$ cat src/rtl/uart_rx_pkg.sv
// uart_rx_pkg: FSM states, default geometry and sample-point helpers for uart_rx_frame
package uart_rx_pkg;
  typedef enum logic [2:0] {IDLE, START, DATA, PARITY, STOP} state_t;
  localparam int DATA_BITS_DEF  = 8;
  localparam int OVERSAMPLE_DEF = 16;
  function automatic int mid_tick(input int os);
    return os / 2 - 1;
  endfunction
  function automatic int last_tick(input int os);
    return os - 1;
  endfunction
  localparam int MID_TICK  = mid_tick(OVERSAMPLE_DEF);
  localparam int LAST_TICK = last_tick(OVERSAMPLE_DEF);
endpackage

$ cat src/rtl/uart_rx_sync.sv
// uart_rx_sync: 2-FF rx_line synchroniser with fall detect, and baud_clk rising-edge tick
module uart_rx_sync (
  input  logic clock,
  input  logic reset_n,
  input  logic rx_line,
  input  logic baud_clk,
  output logic line_s,
  output logic line_fall,
  output logic tick
);
  logic [2:0] line_q;
  logic       baud_q;
  logic       tick_q;
  always_ff @(posedge clock or negedge reset_n) begin
    if (!reset_n) begin
      line_q <= '1;
      baud_q <= 1'b0;
      tick_q <= 1'b0;
    end else begin
      line_q <= {line_q[1:0], rx_line};
      baud_q <= baud_clk;
      tick_q <= baud_clk & ~baud_q;
    end
  end
  // line_q[2] only remembers the previous synchronised level for edge detection
  assign line_s    = line_q[1];
  assign line_fall = line_q[2] & ~line_q[1];
  assign tick      = tick_q;
endmodule

$ cat src/rtl/uart_rx_frame.sv
// uart_rx_frame: oversampled UART RX deframer; parity stage compiled in by UART_RX_PARITY_EN
module uart_rx_frame
  import uart_rx_pkg::*;
#(
  parameter int DATA_BITS  = DATA_BITS_DEF,
  parameter int OVERSAMPLE = OVERSAMPLE_DEF
) (
  input  logic                 clock,
  input  logic                 reset_n,
  input  logic                 baud_clk,
  input  logic                 rx_line,
  input  logic                 parity_odd,
  output logic [DATA_BITS-1:0] rx_data,
  output logic                 rx_done,
  output logic                 frame_err,
  output logic                 parity_err,
  output logic                 rx_busy
);
  localparam int TW = $clog2(OVERSAMPLE);
  localparam int BW = (DATA_BITS > 1) ? $clog2(DATA_BITS) : 1;
  localparam logic [TW-1:0] MID  = TW'(mid_tick(OVERSAMPLE));
  localparam logic [TW-1:0] LAST = TW'(last_tick(OVERSAMPLE));
  localparam logic [BW-1:0] BLAST = BW'(DATA_BITS - 1);
`ifdef UART_RX_PARITY_EN
  localparam state_t AFTER_DATA = PARITY;
`else
  localparam state_t AFTER_DATA = STOP;
`endif
  logic line_s, line_fall, tick, at_last;
  state_t state_q, state_d;
  logic [TW-1:0] tcnt_q, tcnt_d;
  logic [BW-1:0] bcnt_q, bcnt_d;
  logic [DATA_BITS-1:0] shift_q, shift_d, data_q, data_d;
  logic done_q, done_d, ferr_q, ferr_d;
`ifdef UART_RX_PARITY_EN
  logic podd_q, podd_d, pmis_q, pmis_d, perr_q, perr_d;
`else
  logic unused_parity_odd;
  assign unused_parity_odd = parity_odd;
`endif
  uart_rx_sync u_sync (
    .clock     (clock),
    .reset_n   (reset_n),
    .rx_line   (rx_line),
    .baud_clk  (baud_clk),
    .line_s    (line_s),
    .line_fall (line_fall),
    .tick      (tick)
  );
  assign at_last = tick && tcnt_q == LAST;
  always_comb begin
    state_d = state_q;
    tcnt_d  = (tick && state_q != IDLE) ? tcnt_q + TW'(1) : tcnt_q;
    bcnt_d  = bcnt_q;
    shift_d = shift_q;
    data_d  = data_q;
    done_d  = 1'b0;
    ferr_d  = ferr_q;
`ifdef UART_RX_PARITY_EN
    podd_d  = podd_q;
    pmis_d  = pmis_q;
    perr_d  = perr_q;
`endif
    case (state_q)
      IDLE: if (line_fall) begin
        state_d = START;
        tcnt_d  = '0;
      end
      START: if (tick && tcnt_q == MID) begin
        state_d = line_s ? IDLE : DATA;
        tcnt_d  = '0;
        bcnt_d  = '0;
`ifdef UART_RX_PARITY_EN
        podd_d  = line_s ? podd_q : parity_odd;
`endif
      end
      DATA: if (at_last) begin
        tcnt_d          = '0;
        shift_d[bcnt_q] = line_s;
        state_d         = (bcnt_q == BLAST) ? AFTER_DATA : DATA;
        bcnt_d          = (bcnt_q == BLAST) ? bcnt_q : bcnt_q + BW'(1);
      end
`ifdef UART_RX_PARITY_EN
      PARITY: if (at_last) begin
        tcnt_d  = '0;
        pmis_d  = ^shift_q ^ line_s ^ podd_q;
        state_d = STOP;
      end
`endif
      STOP: if (at_last) begin
        tcnt_d  = '0;
        data_d  = shift_q;
        ferr_d  = ~line_s;
        done_d  = 1'b1;
        state_d = IDLE;
`ifdef UART_RX_PARITY_EN
        perr_d  = pmis_q;
`endif
      end
      default: state_d = IDLE;
    endcase
  end
  always_ff @(posedge clock or negedge reset_n) begin
    if (!reset_n) begin
      state_q <= IDLE;
      tcnt_q  <= '0;
      bcnt_q  <= '0;
      shift_q <= '0;
      data_q  <= '0;
      done_q  <= 1'b0;
      ferr_q  <= 1'b0;
`ifdef UART_RX_PARITY_EN
      podd_q  <= 1'b0;
      pmis_q  <= 1'b0;
      perr_q  <= 1'b0;
`endif
    end else begin
      state_q <= state_d;
      tcnt_q  <= tcnt_d;
      bcnt_q  <= bcnt_d;
      shift_q <= shift_d;
      data_q  <= data_d;
      done_q  <= done_d;
      ferr_q  <= ferr_d;
`ifdef UART_RX_PARITY_EN
      podd_q  <= podd_d;
      pmis_q  <= pmis_d;
      perr_q  <= perr_d;
`endif
    end
  end
  assign rx_data   = data_q;
  assign rx_done   = done_q;
  assign frame_err = ferr_q;
  assign rx_busy   = state_q != IDLE;
`ifdef UART_RX_PARITY_EN
  assign parity_err = perr_q;
`else
  assign parity_err = 1'b0;
`endif
endmodule

$ cat config.mk
export PLATFORM = sky130hd
export DESIGN_NAME = uart_rx_frame
export DESIGN_NICKNAME = d
export VERILOG_FILES = /design/src/rtl/uart_rx_pkg.sv /design/src/rtl/uart_rx_sync.sv /design/src/rtl/uart_rx_frame.sv
export SDC_FILE = /design/constraint.sdc
export NUM_CORES = 1
export LEC_CHECK = 0
export CORE_AREA = 3 3 61 63
export DETAILED_ROUTE_END_ITERATION = 8
export DIE_AREA = 0 0 64 66
export MAX_ROUTING_LAYER = met4
export PLACE_DENSITY_LB_ADDON = 0.12
export SYNTH_ARGS = -nofsm -noshare
export SYNTH_HDL_FRONTEND = slang
export SYNTH_HIERARCHICAL = 1
export SYNTH_SLANG_ARGS = --single-unit
$ cat constraint.sdc
create_clock -name clock -period 2 [get_ports clock]
set_input_delay 0.2 -clock clock [delete_from_list [all_inputs] [get_ports clock]]
set_output_delay 0.2 -clock clock [all_outputs]
set_load 0.01 [all_outputs]
-- Word level (Yosys, flattened, before mapping)
Cells that the tools add are included.
- register bits after elaboration: 33
- input bits: 5
- output and inout port bits: 12
- logic and storage cells: 62
- add/sub/neg operators: 2
- order comparisons: 2
- eq/ne operators: 11
- muxes and demuxes: 21
- bitwise gates (word level): 4
- reductions and logical operators: 12
- operator list (operator ; count):
    $mux W3 ; 8
    $mux W4 ; 4
    $pmux W3 S4 ; 1
    $pmux W4 S3 ; 1
    $ne A2 B2 Y1 const B ; 5
    $bwmux W8 ; 1
    $reduce_and A4 Y1 ; 2
    $eq A3 B3 Y1 const B ; 2
    $pmux W3 S2 ; 1
    $add A4 B1 Y4 const B ; 1
    $eq A4 B3 Y1 const B ; 1
    $eq A4 B4 Y1 const B ; 1
    $logic_and A1 B1 Y1 ; 4
    $lt A3 B4 Y1 const B ; 1
    $reduce_and A2 Y1 ; 2
    $add A3 B1 Y3 const B ; 1
    $demux W1 S3 ; 1
    $eq A3 B1 Y1 const B ; 1
    $eq A3 B2 Y1 const B ; 1
    $ge A3 B1 Y1 const B ; 1
    $logic_not A3 Y1 ; 1
    $mux W1 ; 3
    $reduce_bool A3 Y1 ; 1
    $and A1 B1 Y1 ; 2
    other kinds (4) ; 5

-- Longest topological paths before layout
Gate-level depths: netlist of the first run.
- depth in word-level cells: 5
- mapped depth: 6
- gate-level depth less buffers: 6

-- Cells and area by module
Netlist of the first run, hierarchy kept.
- by module, submodules not included (module ; instances ; cells an instance ; area each (µm²) ; sequential area each (µm²)):
    uart_rx_frame ; 1 ; 121 ; 1428.9 ; 700.7
    uart_rx_sync ; 1 ; 7 ; 156.4 ; 128.9

-- Worst setup path after synthesis of the first run
No wires, ideal clock.
- kind: flip-flop to flip-flop
- from: register bcnt_q[1]
- to: register bcnt_q[0]
- library setup time: 0.128 ns
- data arrival time: 1.529 ns
- required time: 1.872 ns
- setup slack: 0.343 ns
- cell stages (with the launch flop): 7
- path buffers: 0
- clock period less this slack: 1.657 ns
- cell sequence: dfrtp_1 -> ha_1 -> ha_1 -> or2b_1 -> o22ai_1 -> nand2_1 -> mux2_1
- word-level cells in the longest chain between the ends: 3
- RTL lines (element ; RTL line ; RTL):
    from (decl) ; uart_rx_frame.sv:32 ; logic [BW-1:0] bcnt_q, bcnt_d;
    from (signal assigned) ; uart_rx_frame.sv:120 ; bcnt_q <= bcnt_d;
    $eq A3 B3 Y1 ; uart_rx_frame.sv:81 ; bcnt_d = (bcnt_q == BLAST) ? bcnt_q : bcnt_q + BW'(1);
    $ne A2 B2 Y1 (no line) ; n/a ;
    $reduce_and A4 Y1 (no line) ; n/a ;
Every way passes these cells.
A chain may end at the register's enable or synchronous reset.

-- Worst setup path in the final report of the first run
Same ends and word-level chain as after synthesis.

==> flow_summary_export.csv, run 1 <==
group,metric,value,unit
place,io_buffers,14,
sta,worstMarginPinSlew,0.483,ns
final_layout,final_area,1860,µm²
clock_network,clk_latency,0.33,ns
worst_setup_path,critPathSlowestCell,"dfrtp_1",
final_layout,ff_latch_area,830,µm²
clock_network,cts_tree,"done",
place,place_area,1770,µm²
sta,fmax,538,MHz
clock_network,cts_buffers,5,
floorplan,die_w,64,µm
worst_setup_path,r2r_end,"bcnt_q[0]",
worst_setup_path,critical_path_peak_fanout,6,
yosys,synth_cells,128,
yosys,synthDistinctLibCells,44,
final_layout,syn_to_final_growth,17.1,%
place,pre_cts_slack,0.170,ns
clock_network,htreeDepth,2,
worst_setup_path,crit_type,"flop to flop",
power_and_ir_drop,vdd_drop_max,0.000461,V
floorplan,dieArea,4220,µm²
power_and_ir_drop,leakagePower,0.901,nW
power_and_ir_drop,p_per_area,799,nW/µm²
routing,remaining_drc_errors,0,
global_routing,grt_max_degree,34,
global_routing,grt_pass1_wl,4.68,mm
yosys,synth_warnings,6,
worst_setup_path,end_kind,"flop",
final_layout,drive_gt1_share,25.0,%
final_layout,fin_nets,156,
routing,wl,2.63,mm
min_path,min_path_type,"input port to async pin",
final_layout,diodes,0,
routing,num_vias,1016,
floorplan,fp-row-count,21,
final_layout,multi_input_area,693,µm²
clock_network,numClockSinks,33,
floorplan,die_h,66,µm
yosys,synth_ff_type,"dfrtp_1",
global_routing,grt_pass1_vias,1023,
routing,firstDrtPassIters,4,
worst_setup_path,r2r-start,"bcnt_q[1]",
final_layout,nFillCells,300,
place,dp.cells,186,
sta,rsz0062_at_grt,"no",
final_layout,final_cells,194,
yosys,seq_area_frac_synth,52.3,%
worst_setup_path,worstRegToRegCells,6,
routing,drt-wirelength-per-cell,13.6,µm
sta,period_share,92.9,%
worst_setup_path,r2r_setup_slack,0.14,ns
routing,postRouteAntennaNets,0,
global_routing,grt-ovfl-total,0,
clock_network,cts.clk_slew.worst_paths,0.10,ns
floorplan,ios,17,
worst_setup_path,cp_data_required_time,2.22,ns
clock_network,cts_buffer_depth,2,
sta,setup_viol,0,
worst_setup_path,cpMostUsedCell,"ha_1",
place,gp_congestion,0.867,
global_routing,antenna_found_initial,0,
sta,finClkSkew,0.00716,ns
clock_network,cts_root_buf,"clkbuf_4",
yosys,synth_fp_nets,137,
yosys,avgSynthCellArea,12.4,µm²
place,dp_hpwl,1.86,mm
job,drv_cap,0,
final_layout,layout_common_cells,"30 x dfrtp_1, 13 x clkdlybuf4s50_1, 9 x nand2_1, 9 x mux2_4, 8 x nor2_1",
clock_network,holdBufCountCts,0,
yosys,synth_enable_flop_cells,0,
yosys,netlist_area,1590,µm²
routing,drt_iter0_drc,18,
worst_setup_path,path_cells,"ha_1 > ha_1 > or2b_1 > o22ai_1 > nand2_1 > mux2_1",
global_routing,track_usage,15.1,%
sta,hold_violations,0,
sta,relSlewSlack,67.3,%
sta,min_period,1.86,ns
routing,via_per_inst,5.24,
yosys,async_flop_share,100,%
worst_setup_path,arrival,2.08,ns
sta,tns,0,ns
sta,holdWs,0.261,ns
run_status,status,"finished clean",
worst_setup_path,startpoint_type,"flop",
sta,fin_ws,0.143,ns
floorplan,start_util,48.3,%
worst_setup_path,max_stage_delay,0.46,ns
floorplan,design.core.area,3280,µm²
sta,slew_violations,0,
final_layout,layout_commonest_cell,"dfrtp_1",
yosys,synth-seq-cells,33,
stage by stage:
| stage | power (W) | utilization [%] |
|---|---|---|
| after floorplan | 0.000926 | - |
| after detailed placement | 0.000993 | 54.0 |
| final | 0.00148 | 56.5 |
| after CTS | 0.00151 | 56.5 |
| after global placement | 0.000978 | 54.0 |
| after global routing | 0.00158 | 56.5 |
layout make-up:
class	count	area share [%]
clock buffers	7	2.96
well taps	46	3.10
repair buffers	18	9.10
multi-input cells	83	37.3
clock inverters	1	1.62
inverters	6	1.21
flip-flops and latches	33	44.7
metal layers:
layer	global-route usage [%]	wire length, µm	part of all wire [%]	vias to the layer above
li1	-	-	-	493
met1	18.4	1260	48	494
met2	21.5	1160	44	23
met3	6.46	155	5.9	6
met4	7.55	55	2.1	0
met5	-	0	0	-
Yosys cell counts, drive strengths merged, types with 2 or more instances:
cell    instances  share of area (%)
dfstp           3                5.0
inv             6                1.4
mux2i           3                1.9
nand2           9                2.1
nand4           2               0.79
buf             5                2.3
nand2b          2               0.79
nor2b           2                1.7
mux2           17                 14
nand3           5                1.9
nor2            8                1.9
dfrtp          30                 47
nor3            6                1.9
a21oi           2               0.63
ha              4                3.2
state kept, by name, indices dropped and copies added (netlist names):
signal         cells
u_sync/line_q      3
rx_data            8
rx_done            1
state_q            3
u_sync/baud_q      1
frame_err          1
shift_q            8
tcnt_q             4
bcnt_q             3
u_sync/tick        1
critical path: cells and delay by family (launching register included):
family / cells / cell delay, ns
AO/OA/AOI/OAI: 1 / 0.14
adder cells (fa/ha/maj): 2 / 0.42
flip-flops: 1 / 0.46
multiplexers: 1 / 0.33
AND/OR/NAND/NOR: 2 / 0.39
timing repair:
item,4_1_cts,5_1_grt
setup endpoints to repair,1,0
resized for setup,1,0
setup buffers,0,0
where the power goes:
part	switching [W]	internal [W]
clock network	0.000209	0.000298
registers	0.0000801	0.000716
logic	0.0000919	0.0000884
cell families after synthesis:
group           share of synthesized area, %
compound gates                          5.45
xor+xnor                                1.11
flops                                   52.3
other cells                            0.237
buf+inv                                 3.95
fa+ha+maj                               3.79
mux                                     16.1
simple gates                            17.0
how the worst max path moves through the flow:
stage | startpoint | slack, ns | to
global route | bcnt_q[1] | 0.03 | bcnt_q[0]
global placement | tcnt_q[0] | 0.23 | shift_q[2]
floorplan | bcnt_q[1] | 0.34 | bcnt_q[0]
CTS | bcnt_q[1] | 0.15 | bcnt_q[0]
finish | bcnt_q[1] | 0.14 | bcnt_q[0]
detailed placement | bcnt_q[1] | 0.17 | bcnt_q[0]
No activity file was read; power rests on OpenSTA's default activity.
==> inputs of run 2 (changes only) <==
clock period = 2.05 ns   (was 2 ns; I/O delays follow)
==> flow_summary_export.csv, run 2 (same netlist as run 1, synthesis figures left out) <==
group,metric,value,unit
floorplan,dieArea,4220,µm²
routing,remaining_drc_errors,0,
min_path,min_path_type,"input port to async pin",
place,io_buffers,14,
clock_network,cts_root_buf,"clkbuf_4",
routing,via_per_inst,5.21,
sta,holdWs,0.244,ns
floorplan,die_h,66,µm
final_layout,drive_gt1_share,28.0,%
power_and_ir_drop,vdd_drop_max,0.000413,V
job,drv_cap,0,
sta,fmax,515,MHz
clock_network,clk_latency,0.34,ns
routing,drt_iter0_drc,44,
global_routing,grt_pass1_wl,4.53,mm
clock_network,cts.clk_slew.worst_paths,0.11,ns
sta,slew_violations,0,
sta,worstMarginPinSlew,0.522,ns
worst_setup_path,crit_type,"flop to output port",
final_layout,fin_nets,158,
global_routing,antenna_found_initial,0,
sta,period_share,94.8,%
sta,setup_viol,0,
worst_setup_path,r2r_end,"shift_q[2]",
power_and_ir_drop,p_sw_share,29.8,%
worst_setup_path,startpoint_type,"flop",
clock_network,numClockSinks,33,
sta,hold_violations,0,
floorplan,die_w,64,µm
run_status,status,"finished clean",
worst_setup_path,worstRegToRegCells,5,
power_and_ir_drop,clkPwrFrac,27.1,%
place,gp_congestion,0.850,
final_layout,final_area,1850,µm²
floorplan,fp-row-count,21,
floorplan,design.core.area,3280,µm²
final_layout,layout_common_cells,"28 x dfrtp_1, 14 x clkdlybuf4s50_1, 9 x nand2_1, 9 x mux2_4, 8 x nor2_1",
floorplan,start_util,48.3,%
clock_network,htreeDepth,2,
power_and_ir_drop,comb_power_share,13.5,%
final_layout,layout_commonest_cell,"dfrtp_1",
sta,rsz0062_at_grt,"no",
worst_setup_path,r2r_setup_slack,0.21,ns
power_and_ir_drop,seqPwrFrac,59.4,%
sta,relSlewSlack,64.6,%
worst_setup_path,r2r-start,"state_q[2]",
floorplan,ios,17,
power_and_ir_drop,netSwitchingPower,0.000390,W
sta,min_period,1.94,ns
final_layout,syn_to_final_growth,16.4,%
sta,tns,0,ns
place,dp_hpwl,1.82,mm
power_and_ir_drop,power.internal,0.000919,W
worst_setup_path,cp-endpoint,"rx_busy",
worst_setup_path,cp_data_required_time,1.85,ns
sta,finClkSkew,0.0120,ns
global_routing,grt_pass1_vias,963,
final_layout,diodes,0,
global_routing,track_usage,14.8,%
routing,num_vias,1021,
place,place_area,1760,µm²
worst_setup_path,critPathLaunch,"state_q[0]",
routing,drt-wirelength-per-cell,13.6,µm
clock_network,cts_buffers,5,
power_and_ir_drop,p_per_area,709,nW/µm²
routing,firstDrtPassIters,4,
clock_network,holdBufCountCts,0,
worst_setup_path,arrival,1.74,ns
worst_setup_path,end_kind,"output port",
routing,postRouteAntennaNets,0,
clock_network,cts_tree,"done",
power_and_ir_drop,leakagePower,0.897,nW
clock_network,cts_buffer_depth,2,
global_routing,grt-ovfl-total,0,
worst_setup_path,critical_path_peak_fanout,11,
global_routing,grt_max_degree,34,
routing,wl,2.66,mm
==> run 2: final cells by class <==
type / count / area [µm²]
fill: 288 / 1440
sequential: 33 / 832
multi-input combinational: 83 / 693
timing repair buffer: 20 / 185
tap: 46 / 57.6
clock buffer: 5 / 37.5
inverter: 6 / 22.5
clock inverter: 3 / 17.5
==> run 2: power by group through the flow <==
stage / Sequential, W / Clock [W] / Combinational (W)
6_report: 0.000778 / 0.000355 / 0.000176
5_1_grt: 0.000791 / 0.000400 / 0.000200
4_1_cts: 0.000776 / 0.000372 / 0.000179
3_5_place_dp: 0.000789 / 0 / 0.000178
3_3_place_gp: 0.000785 / 0 / 0.000169
2_1_floorplan: 0.000758 / 0 / 0.000146
==> run 2: routing by layer <==
metal | up-vias | GRT usage (%) | part of all wire, % | wire length, µm
met4 | 0 | 6.74 | 1.8 | 48
met1 | 501 | 18.2 | 47 | 1250
met2 | 20 | 21.7 | 46 | 1230
met5 | - | - | 0 | 0
met3 | 6 | 5.27 | 4.6 | 123
li1 | 494 | - | - | -
==> run 2: what timing repair did <==
| item | CTS | global route |
|---|---|---|
| pin swaps | 0 | 0 |
| setup buffers | 0 | 4 |
| endpoints found under the hold margin | 0 | 0 |
| endpoints found under the setup margin | 1 | 1 |
| resized for setup | 1 | 1 |
==> run 2: worst min-delay path by stage <==
stage	slack, ns	startpoint	endpoint	depth (start not counted)
final	0.24	reset_n	tcnt_q[0]	2
after global routing	0.27	reset_n	frame_err	2
after CTS	0.25	reset_n	frame_err	2
after detailed placement	0.35	u_sync/line_q[0]	u_sync/line_q[1]	0
after global placement	0.35	u_sync/line_q[0]	u_sync/line_q[1]	0
after floorplan	-0.09	reset_n	bcnt_q[0]	0
==> run 2: through the flow <==
step           utilization, %  std cells  total power (W)  worst slack (ns)
4_1_cts                  55.2        192          0.00133            0.0361
6_report                 56.2        196          0.00131             0.107
3_3_place_gp             53.5        184         0.000953             0.285
3_5_place_dp             53.5        184         0.000967             0.243
2_1_floorplan               -        128         0.000904             0.393
5_1_grt                  56.2        196          0.00139            0.0412
==> run 2: worst max-delay path: stages (launching register included) <==
cell and delay, ns:
dfrtp_2 0.50, or3_1 0.41, clkdlybuf4s50_1 0.50
==> inputs of run 3 (changes only) <==
CORE_AREA = 3 3 58 60   (was 3 3 61 63)
DIE_AREA = 0 0 61 63   (was 0 0 64 66)
==> flow_summary_export.csv, run 3 (same netlist as run 1, synthesis figures left out) <==
group,metric,value,unit
run_status,status,"finished clean",
min_path,min_path_type,"input port to async pin",
global_routing,grt_max_degree,34,
final_layout,diodes,0,
floorplan,fp-row-count,20,
worst_setup_path,r2r_end,"shift_q[0]",
worst_setup_path,critPathLaunch,"state_q[0]",
worst_setup_path,cp-endpoint,"rx_busy",
worst_setup_path,crit_type,"flop to output port",
worst_setup_path,max_stage_delay,0.50,ns
worst_setup_path,arrival,1.76,ns
routing,via_per_inst,5.72,
routing,postRouteAntennaNets,0,
power_and_ir_drop,leakagePower,0.887,nW
clock_network,clk_latency,0.34,ns
worst_setup_path,startpoint_type,"flop",
worst_setup_path,worstRegToRegCells,5,
clock_network,cts.clk_slew.worst_paths,0.11,ns
worst_setup_path,path_cells,"or3_1 > clkdlybuf4s50_1",
sta,min_period,1.96,ns
clock_network,cts_buffers,5,
worst_setup_path,r2r-start,"tcnt_q[0]",
clock_network,cts_buffer_depth,2,
final_layout,post-route-util,60.8,%
sta,rsz0062_at_grt,"no",
place,io_buffers,14,
floorplan,ios,17,
final_layout,final_area,1810,µm²
routing,remaining_drc_errors,0,
clock_network,numClockSinks,33,
final_layout,drive_gt1_share,26.4,%
floorplan,dieArea,3840,µm²
worst_setup_path,cp_data_required_time,1.85,ns
clock_network,cts_root_buf,"clkbuf_4",
floorplan,design.core.area,2980,µm²
final_layout,syn_to_final_growth,14.2,%
sta,hold_violations,0,
worst_setup_path,critPathSlowestCell,"dfrtp_2",
sta,fmax,509,MHz
power_and_ir_drop,vdd_drop_max,0.000448,V
worst_setup_path,critical_path_peak_fanout,11,
place,place_area,1730,µm²
sta,setup_viol,0,
sta,worstMarginPinSlew,0.490,ns
final_layout,fin_nets,156,
global_routing,antenna_found_initial,0,
global_routing,grt_pass1_wl,4.65,mm
sta,finClkSkew,0.0119,ns
place,dp_hpwl,1.73,mm
routing,drt-wirelength-per-cell,14.4,µm
global_routing,track_usage,16.7,%
floorplan,start_util,53.2,%
global_routing,grt-ovfl-total,0,
final_layout,nFillCells,248,
clock_network,htreeDepth,2,
routing,num_vias,1035,
routing,drt_iter0_drc,29,
worst_setup_path,r2r_setup_slack,0.23,ns
floorplan,die_h,63,µm
final_layout,layout_common_cells,"28 x dfrtp_1, 14 x clkdlybuf4s50_1, 9 x nand2_1, 9 x mux2_4, 8 x nor2_1",
sta,tns,0,ns
place,gp_congestion,0.869,
clock_network,cts_tree,"done",
clock_network,holdBufCountCts,0,
sta,slew_violations,0,
power_and_ir_drop,p_per_area,720,nW/µm²
worst_setup_path,end_kind,"output port",
routing,wl,2.60,mm
job,drv_cap,0,
routing,firstDrtPassIters,4,
floorplan,die_w,61,µm
global_routing,grt_pass1_vias,1033,
sta,relSlewSlack,66.8,%
sta,period_share,95.8,%
final_layout,layout_commonest_cell,"dfrtp_1",
[run 3: metal layers]
metal,share of wire (%),global-route usage [%],up-vias
met1,45,21.5,502
met5,0,-,-
met2,45,22.6,33
li1,-,-,493
met3,6.8,5.79,7
met4,2.5,9.21,0
[run 3: stage by stage]
step           setup slack [ns]  hold slack (ns)  total power [W]  instances
5_1_grt                  0.0213            0.263          0.00137        181
3_5_place_dp              0.247            0.349         0.000966        170
4_1_cts                  0.0148            0.250          0.00132        178
3_3_place_gp              0.293            0.348         0.000953        170
6_report                 0.0866            0.248          0.00130        181
2_1_floorplan             0.393          -0.0906         0.000904        128
[run 3: worst min path at each step]
stage                          start          endpoint
detailed placement  u_sync/line_q[0]  u_sync/line_q[1]
CTS                          reset_n        state_q[0]
global placement    u_sync/line_q[0]  u_sync/line_q[1]
global route                 rx_line  u_sync/line_q[0]
floorplan                    reset_n         bcnt_q[0]
finish                       reset_n        state_q[1]
[run 3: what timing repair did]
item,4_1_cts,5_1_grt
buffers inserted,0,3
pin swaps,0,0
endpoints found under the setup margin,1,1
gates resized for setup,1,1
[run 3: area by class of cell]
cell class | instances | area, µm² | area share, %
Inverter | 6 | 22.5 | 1.24
Clock inverter | 2 | 10.0 | 0.553
Sequential cell | 33 | 832 | 46.0
Tap cell | 33 | 41.3 | 2.28
Clock buffer | 6 | 41.3 | 2.28
Timing Repair Buffer | 18 | 170 | 9.40
Multi-Input combinational cell | 83 | 693 | 38.3
[run 3: worst max-delay path, delay by kind of cell (launching register included)]
kind                   cells  cell delay, ns
flip-flops                 1            0.50
AND/OR/NAND/NOR            1            0.42
buffers and inverters      1            0.50
[run 3: report_power, final]
part	switching (W)	internal (W)	leakage, nW
Combinational	0.0000866	0.0000893	0.420
Sequential	0.0000815	0.000700	0.435
Clock	0.000215	0.000130	0.0320
Total	0.000383	0.000920	0.887
